**src/rtl/world_clock_pkg.sv**
```systemverilog
// Shared time types and constants for the world-clock datapath.
// Latency: n/a (types, constants and a pure function only).
// Backpressure: n/a.
package world_clock_pkg;

    typedef logic [4:0]        hour_t;
    typedef logic [5:0]        min_t;
    typedef logic signed [11:0] ofs_t;

    localparam int HOURS_PER_DAY = 24;
    localparam int MINS_PER_HOUR = 60;
    localparam int MINS_PER_DAY  = 1440;

    // One correction is enough for any base time plus a legal offset.
    function automatic int wrap_day(input int t);
        if (t < 0) begin
            return t + MINS_PER_DAY;
        end
        if (t >= MINS_PER_DAY) begin
            return t - MINS_PER_DAY;
        end
        return t;
    endfunction

endpackage

```
**src/rtl/btn_repeat.sv**
```systemverilog
// Rising-edge step generator with optional hold-to-repeat for one debounced button.
// Latency: step is combinational from btn in the cycle the button is sampled.
// Backpressure: none; a button held across reset release is ignored until re-pressed.
module btn_repeat #(
    parameter int DELAY     = 50,
    parameter int RATE      = 10,
    parameter int REPEAT_EN = 1
) (
    input  logic clock,
    input  logic reset,
    input  logic btn,
    output logic step
);

    localparam int TOP = DELAY + RATE;
    localparam int CW  = $clog2(TOP + 1);

    logic          prev;
    logic          armed;
    logic [CW-1:0] cnt;
    logic          rise;
    logic          rep;

    // cnt holds the number of cycles since the press edge; it cycles
    // DELAY+1..TOP once repeating so it never needs to grow further.
    assign rise = btn & ~prev;
    assign rep  = (REPEAT_EN != 0) && armed && btn && prev &&
                  ((cnt == CW'(DELAY)) || (cnt == CW'(TOP)));
    assign step = rise | rep;

    always_ff @(posedge clock) begin
        prev <= btn;
        if (reset) begin
            armed <= 1'b0;
            cnt   <= '0;
        end else if (rise) begin
            armed <= 1'b1;
            cnt   <= CW'(1);
        end else if (!btn) begin
            armed <= 1'b0;
            cnt   <= '0;
        end else if (armed) begin
            if (cnt == CW'(TOP)) begin
                cnt <= CW'(DELAY + 1);
            end else begin
                cnt <= cnt + CW'(1);
            end
        end
    end

endmodule

```
**src/rtl/multi_zone_time_set.sv**
```systemverilog
// Base-time setter with minute/hour buttons and per-zone offset conversion.
// Latency: base 1 cycle after a sampled step, zone outputs 1 cycle after base/zone_sel.
// Backpressure: none; steps are applied every cycle they occur.
module multi_zone_time_set
    import world_clock_pkg::*;
#(
    parameter int                    N_ZONES      = 4,
    parameter logic [12*N_ZONES-1:0] ZONE_OFS_MIN = {12'sd0, 12'sd330, -12'sd180, 12'sd300},
    parameter int                    REPEAT_DELAY = 50,
    parameter int                    REPEAT_RATE  = 10,
    parameter int                    CARRY_EN     = 1,
    localparam int                   ZW           = (N_ZONES > 1) ? $clog2(N_ZONES) : 1
) (
    input  logic          clock,
    input  logic          reset,
    input  logic          hour_inc,
    input  logic          min_inc,
    input  logic          dec,
    input  logic          zone_next,
    output logic [4:0]    base_hours,
    output logic [5:0]    base_mins,
    output logic [ZW-1:0] zone_sel,
    output logic [4:0]    zone_hours,
    output logic [5:0]    zone_mins
);

    logic  hour_step;
    logic  min_step;
    logic  zone_step;
    min_t  mins_nxt;
    hour_t hours_nxt;
    int    carry;
    int    hour_sum;
    ofs_t  zone_ofs;
    hour_t conv_h;
    min_t  conv_m;
    ofs_t  conv_ofs;
    int    day_min;
    int    zh_i;

    btn_repeat #(.DELAY(REPEAT_DELAY), .RATE(REPEAT_RATE), .REPEAT_EN(1)) u_hour_btn (
        .clock(clock), .reset(reset), .btn(hour_inc), .step(hour_step)
    );
    btn_repeat #(.DELAY(REPEAT_DELAY), .RATE(REPEAT_RATE), .REPEAT_EN(1)) u_min_btn (
        .clock(clock), .reset(reset), .btn(min_inc), .step(min_step)
    );
    btn_repeat #(.DELAY(REPEAT_DELAY), .RATE(REPEAT_RATE), .REPEAT_EN(0)) u_zone_btn (
        .clock(clock), .reset(reset), .btn(zone_next), .step(zone_step)
    );

    // Minute carry and hour step are summed so both land in one update.
    always_comb begin
        mins_nxt = base_mins;
        carry    = 0;
        if (min_step) begin
            if (dec) begin
                if (base_mins == '0) begin
                    mins_nxt = min_t'(MINS_PER_HOUR - 1);
                    carry    = -1;
                end else begin
                    mins_nxt = base_mins - 6'd1;
                end
            end else begin
                if (base_mins == min_t'(MINS_PER_HOUR - 1)) begin
                    mins_nxt = '0;
                    carry    = 1;
                end else begin
                    mins_nxt = base_mins + 6'd1;
                end
            end
        end
        if (CARRY_EN == 0) begin
            carry = 0;
        end
        hour_sum = int'(base_hours) + carry;
        if (hour_step) begin
            hour_sum = dec ? hour_sum - 1 : hour_sum + 1;
        end
        if (hour_sum < 0) begin
            hour_sum = hour_sum + HOURS_PER_DAY;
        end else if (hour_sum >= HOURS_PER_DAY) begin
            hour_sum = hour_sum - HOURS_PER_DAY;
        end
        hours_nxt = hour_t'(hour_sum);
    end

    always_comb begin
        zone_ofs = $signed(ZONE_OFS_MIN[11:0]);
        for (int i = 0; i < N_ZONES; i++) begin
            if (zone_sel == ZW'(i)) begin
                zone_ofs = $signed(ZONE_OFS_MIN[12*i +: 12]);
            end
        end
    end

    // While in reset the conversion sees 00:00 in zone 0, so the zone
    // outputs are already valid on the first cycle after release.
    always_comb begin
        conv_h   = reset ? '0 : base_hours;
        conv_m   = reset ? '0 : base_mins;
        conv_ofs = reset ? $signed(ZONE_OFS_MIN[11:0]) : zone_ofs;
        day_min  = wrap_day(int'(conv_h) * MINS_PER_HOUR + int'(conv_m) + int'(conv_ofs));
        zh_i     = 0;
        for (int h = 1; h < HOURS_PER_DAY; h++) begin
            if (day_min >= h * MINS_PER_HOUR) begin
                zh_i = h;
            end
        end
    end

    always_ff @(posedge clock) begin
        if (reset) begin
            base_hours <= '0;
            base_mins  <= '0;
            zone_sel   <= '0;
        end else begin
            base_hours <= hours_nxt;
            base_mins  <= mins_nxt;
            if (zone_step) begin
                zone_sel <= (zone_sel == ZW'(N_ZONES - 1)) ? '0 : zone_sel + ZW'(1);
            end
        end
        zone_hours <= hour_t'(zh_i);
        zone_mins  <= min_t'(day_min - zh_i * MINS_PER_HOUR);
    end

endmodule

```
**config.mk**
```make
export PLATFORM = sky130hd
export DESIGN_NAME = multi_zone_time_set
export DESIGN_NICKNAME = d
export VERILOG_FILES = /design/src/rtl/world_clock_pkg.sv /design/src/rtl/btn_repeat.sv /design/src/rtl/multi_zone_time_set.sv
export SDC_FILE = /design/constraint.sdc
export NUM_CORES = 1
export LEC_CHECK = 0
export CORE_ASPECT_RATIO = 1.1
export CORE_UTILIZATION = 55
export CTS_CLUSTER_SIZE = 25
export DETAILED_ROUTE_END_ITERATION = 8
export PLACE_DENSITY = 0.73
export SLEW_MARGIN = 20
export SYNTH_ARGS = -nofsm -noshare
export SYNTH_HDL_FRONTEND = slang
export SYNTH_SLANG_ARGS = --single-unit
```
**constraint.sdc**
```tcl
create_clock -name clock -period 10.9 [get_ports clock]
set_input_delay 1.635 -clock clock [delete_from_list [all_inputs] [get_ports clock]]
set_output_delay 1.635 -clock clock [all_outputs]
set_load 0.05 [all_outputs]
```
==> results of run 1 <==
-- logic make-up after synthesis --
| group | after synthesis |
|---|---|
| AO/OA/AOI/OAI | 303 |
| XOR/XNOR | 54 |
| adder cells (fa/ha/maj) | 99 |
| buffers and inverters | 97 |
| flip-flops | 41 |
| multiplexers | 6 |
| AND/OR/NAND/NOR | 311 |
-- through the flow --
step,cell area (µm²),hold WS (ps)
2_1_floorplan,6790,443
3_3_place_gp,7230,469
3_5_place_dp,7230,476
4_1_cts,7390,486
5_1_grt,7420,516
6_report,7420,487
-- flip-flops by register name, indices dropped and copies added (netlist names) --
name,count
base_hours,5
base_mins,6
u_hour_btn.armed,1
u_hour_btn.cnt,6
u_hour_btn.prev,1
u_min_btn.armed,1
u_min_btn.cnt,6
u_min_btn.prev,1
u_zone_btn.prev,1
zone_hours,5
zone_mins,6
zone_sel,2
-- report_power, final --
part | internal (mW) | switching (mW)
Combinational | 0.822 | 1.07
Sequential | 0.195 | 0.0169
Clock | 0.109 | 0.0631
Total | 1.13 | 1.15
-- per-layer routing --
layer	part of all wire, %	wire length, µm
met5	0	0
met4	2.8	479
met3	3.9	658
met2	50	8420
met1	44	7370
-- cell usage after synthesis (6+ instances only) --
master	instances	area share (%)
a31oi_1	12	1.1
o211a_1	7	1.0
nor3_1	20	1.5
nor2_1	86	4.8
dfxtp_1	41	12
o21bai_1	8	0.88
o21a_1	12	1.3
inv_1	71	3.9
ha_1	90	17
and3_1	12	1.1
and2_1	7	0.64
nand3_1	26	1.9
o21ai_0	47	3.5
a211oi_1	13	1.4
a22oi_1	7	0.77
o211ai_1	9	0.99
fa_1	9	2.7
nand2b_1	19	1.8
xor2_1	10	1.3
o31a_1	6	0.77
a21o_1	20	2.2
nor2b_1	18	1.7
clkbuf_1	22	1.2
nand4_1	10	0.92
nand2_1	67	3.7
a311oi_1	6	0.77
a21oi_1	72	5.3
nor4_1	6	0.55
xnor2_1	41	5.3
o22ai_1	9	0.83
-- cells in the final DEF (no fill, tap or decap), drive strengths merged, types with 9 or more instances in the layout --
| cell | n |
|---|---|
| and3 | 13 |
| a21o | 21 |
| nand2 | 67 |
| a31oi | 12 |
| xnor2 | 42 |
| dfxtp | 41 |
| nor2b | 18 |
| o211ai | 12 |
| xor2 | 12 |
| nor3 | 23 |
| clkdlybuf4s50 | 29 |
| ha | 90 |
| nor2 | 87 |
| o21a | 12 |
| fa | 9 |
| nand2b | 19 |
| inv | 71 |
| o21ai | 56 |
| nand3 | 28 |
| a21oi | 74 |
| o22ai | 9 |
| nand4 | 10 |
| a211oi | 19 |
-- area by class of cell --
cell class / count / area (µm²) / area share, %
multi-input combinational: 774 / 5630 / 75.8
sequential: 41 / 821 / 11.1
timing repair buffer: 37 / 350 / 4.72
inverter: 71 / 267 / 3.59
tap: 154 / 193 / 2.60
clock buffer: 6 / 129 / 1.74
clock inverter: 2 / 38.8 / 0.522
-- worst paths after layout --
check	from	to	slack (ps)	depth (start not counted)
worst min-delay path	u_min_btn.prev$_DFF_P_	u_min_btn.cnt[0]$_SDFFE_PP0P_	490	1
worst min register to register	u_min_btn.prev$_DFF_P_	u_min_btn.cnt[0]$_SDFFE_PP0P_	490	1
worst max-delay path	reset	zone_mins[5]$_DFF_P_	620	34
worst max register to register	base_hours[1]$_SDFF_PP0_	zone_mins[5]$_DFF_P_	1960	33
==> qor.yml, run 1 <==
maxSlewHeadroom_pct: 46.4
cpMostUsedCell: "ha_1"
timing.final.ws_setup_ps: 618
finalCritPeriodShare_pct: 94.3
critPathLaunchType: "primary input"
finalPower_mw: 2.28
fillCellCount: 1138
cap_violations: 0
synth_fa_ha_area_share_pct: 19.2
use_met3_pct: 3.36
first_pass_iters: 4
dp_cells: 1076
dp_slack_ps: 318
avgSynthCellArea_um2: 7.45
die_area_um2: 12800
grt-ovfl-total: 0
ys_seq_area_share_pct: 12.1
ys_seq_elements: 41
path_delay_family: "adder cells"
worstPathMaxFanout: 9
synthSimpleGateAreaFrac_pct: 23.4
tightest_slew_ps: 803
path_clk_slew_ps: 60
arrival_ps: 10510
cp-end-kind: "flip-flop"
final_hold_viol_count: 0
cts_tree: "done"
finalClockSkew_ps: 8.64
avgViaCountPerCell: 6.19
port_buffers: 29
post_synth_xor_area_fraction_pct: 7.30
final_util_pct: 61.7
cts.sinks: 41
synth_area_um2: 6790
hp-class: "flip-flop to flip-flop"
tritoncts.num_buffers: 5
clkLatencyLatePin_ps: 290
async_flop_share_pct: 0
grt_pass1_vias: 6291
synthMuxAreaShare_pct: 0.903
num_rows: 42
die-width_um: 108
drv_slew: 0
worst-path-buf-inv: 4
fmax_mhz: 97.3
ys_warn_count: 0
synth_edf_count: 0
crit_required_ps: 11120
grt_pass1_wl_um: 29200
worstSetupPathType: "primary input to flip-flop"
grt.busiest_layer: "met2"
drc: 0
postRouteAntennaNets: 0
cts_buffer_depth: 2
rsz0062_at_grt: "false"
io_pins: 30
core_um2: 12000
post_cts_resized: 0
area_growth_pct: 9.34
min_period_ps: 10280
antenna_found_initial: 0
syn_inst: 911
outcome: "finished, final reports clean"
num_vias: 6720
post_cts_buffers: 0
antenna_cells: 0
synth_top_family_by_area: "compound AO/OA/AOI/OAI gates"
cp_slowest_cell: "or4_4"
gr-usage-met1_pct: 33.8
grt_use_total_pct: 27.4
wl_um: 16900
met2_usage_pct: 48.3
hold_buffers: 0
fin_cells: 1085
vdd_drop_max_mv: 0.925
syn_nets: 1016
setup_viol: 0
htree_levels: 2
initial_core_util_pct: 56.4
drive_above_1_share_pct: 6.44
cts-root-buf: "clkbuf_16"
gp_congestion: 0.969
die_y_um: 119
synth_ff_type: "dfxtp_1"
p_per_area_nw_per_um2: 307
ys_types: 89
critPathMaxStageDelay_ps: 560
grt_max_degree: 38
p_leak_nw: 3.33
first_iter_violations: 403
hpwlAfterDp_um: 13200
synth_compound_area_share_pct: 31.6
drt-wirelength-per-cell_um: 15.6
nets: 1035
fin_setup_tns_ps: 0
(Power assumes the default switching activity.)
==> run 2: changes to the inputs <==
--- a/config.mk
+++ b/config.mk
@@ -10,6 +10,7 @@
 export CTS_CLUSTER_SIZE = 25
 export DETAILED_ROUTE_END_ITERATION = 8
 export PLACE_DENSITY = 0.73
+export RECOVER_POWER = 25
 export SLEW_MARGIN = 20
 export SYNTH_ARGS = -nofsm -noshare
 export SYNTH_HDL_FRONTEND = slang
==> qor.yml, run 2 (synthesis results as in run 1) <==
outcome: "finished, final reports clean"
wl_um: 16900  # unchanged
layout_commonest_cell: "ha_1"
post_cts_buffers: 0  # unchanged
min_period_ps: 10280  # unchanged
die_y_um: 119  # unchanged
tritoncts.num_buffers: 5  # unchanged
antenna_found_initial: 0  # unchanged
clkLatencyLatePin_ps: 290  # about the same
num_vias: 6721  # +0.015%
vdd_drop_max_mv: 0.924  # about the same
timing.final.ws_setup_ps: 618  # unchanged
avgViaCountPerCell: 6.19  # about the same
reg2reg_from: "base_hours[1]$_SDFF_PP0_"
cts_tree: "done"
cts.sinks: 41  # unchanged
drive_above_1_share_pct: 6.44  # unchanged
regToRegSetupSlack_ps: 1960  # about the same
p_leak_nw: 3.33  # about the same
postRouteAntennaNets: 0  # unchanged
critPathMaxStageDelay_ps: 560  # about the same
cpMostUsedCell: "ha_1"
worstSetupPathType: "primary input to flip-flop"
hp-class: "flip-flop to flip-flop"
worst-path-buf-inv: 4  # unchanged
worstHoldStart: "u_min_btn.prev$_DFF_P_"
arrival_ps: 10510  # about the same
holdWs_ps: 487  # -0.00700 ps
final_area_um2: 7420  # unchanged
cp-end-kind: "flip-flop"
worstPathMaxFanout: 9  # unchanged
fin_setup_tns_ps: 0  # unchanged
htree_levels: 2  # unchanged
path_delay_family: "adder cells"
nets: 1035  # unchanged
grt_use_total_pct: 27.4  # unchanged
finalPower_mw: 2.28  # about the same
layout_common_cells: "90 x ha_1, 86 x nor2_1, 71 x inv_1, 71 x a21oi_1, 67 x nand2_1"
rsz0062_at_grt: "false"
dpl-instance-area_um2: 7230  # unchanged
r2r_cells: 33  # unchanged
cap_violations: 0  # unchanged
hpwlAfterDp_um: 13200  # unchanged
die_area_um2: 12800  # unchanged
fmax_mhz: 97.3  # unchanged
hold_path_depth: 1  # unchanged
dp_slack_ps: 318  # unchanged
fillCellCount: 1138  # unchanged
drt-wirelength-per-cell_um: 15.6  # unchanged
finalClockSkew_ps: 8.64  # -0.0000200 ps
port_buffers: 29  # unchanged
grt_pass1_vias: 6291  # unchanged
cp_slowest_cell: "or4_4"
grt_max_degree: 38  # unchanged
grt_pass1_wl_um: 29200  # unchanged
io_pins: 30  # unchanged
num_rows: 42  # unchanged
critPathLaunchType: "primary input"
drc: 0  # unchanged
fin_cells: 1085  # unchanged
maxSlewHeadroom_pct: 46.4  # unchanged
die-width_um: 108  # unchanged
area_growth_pct: 9.34  # unchanged
path_clk_slew_ps: 60  # about the same
first_pass_iters: 4  # unchanged
antenna_cells: 0  # unchanged
crit_required_ps: 11120  # about the same
setup_viol: 0  # unchanged
core_um2: 12000  # unchanged
regToRegEndpoint: "zone_mins[5]$_DFF_P_"
final_util_pct: 61.7  # unchanged
p_per_area_nw_per_um2: 307  # about the same
final_hold_viol_count: 0  # unchanged
cts_buffer_depth: 2  # unchanged
initial_core_util_pct: 56.4  # unchanged
tightest_slew_ps: 803  # unchanged
cts-root-buf: "clkbuf_16"
drv_slew: 0  # unchanged
gp_congestion: 0.969  # unchanged
grt-ovfl-total: 0  # unchanged
first_iter_violations: 403  # unchanged
dp_cells: 1076  # unchanged
hold_end: "u_min_btn.cnt[0]$_SDFFE_PP0P_"
finalCritPeriodShare_pct: 94.3  # unchanged
run 2: changes by cell type in the layout (fill, tap and decap cells not counted):
cell,delta
clkdlybuf4s50_1,-3
dlygate4sd3_1,+3
run 2: power by group:
| group | leakage, nW | switching (mW) | internal, mW | total, mW |
|---|---|---|---|---|
| sequential | 0.338 | 0.0169 | 0.195 | 0.212 |
| combinational | 2.91 | 1.07 | 0.822 | 1.89 |
| clock | 0.0810 | 0.0631 | 0.109 | 0.172 |
| total | 3.33 | 1.15 | 1.13 | 2.28 |
run 2: final cells by class:
type	count	area [µm²]	share of cell area, %
inverters	71	267	3.59
clock inverters	2	38.8	0.522
clock buffers	6	129	1.74
well taps	154	193	2.60
flip-flops and latches	41	821	11.1
repair buffers	37	350	4.72
multi-input cells	774	5630	75.8
run 2: worst max path at each step:
stage	endpoint	depth (start not counted)	from	slack, ps
final	zone_mins[5]$_DFF_P_	34	reset	620
after global routing	zone_mins[5]$_DFF_P_	37	reset	30
after CTS	zone_mins[5]$_DFF_P_	36	reset	590
after detailed placement	zone_mins[5]$_DFF_P_	36	reset	320
after global placement	zone_mins[5]$_DFF_P_	36	reset	480
after floorplan	zone_mins[5]$_DFF_P_	42	reset	1220
run 2: timing repair:
action,4_1_cts,5_1_grt
hold buffers,0,0
setup endpoints to repair,0,1
resized for setup,0,3
run 2: routing by layer:
| layer | vias up | wire [µm] | part of all wire [%] | global-route usage, % |
|---|---|---|---|---|
| li1 | 3396 | - | - | - |
| met3 | 41 | 659 | 3.9 | 3.36 |
| met1 | 3105 | 7370 | 44 | 33.8 |
| met5 | - | 0 | 0 | 0 |
| met4 | 0 | 479 | 2.8 | 9.59 |
| met2 | 179 | 8420 | 50 | 48.3 |
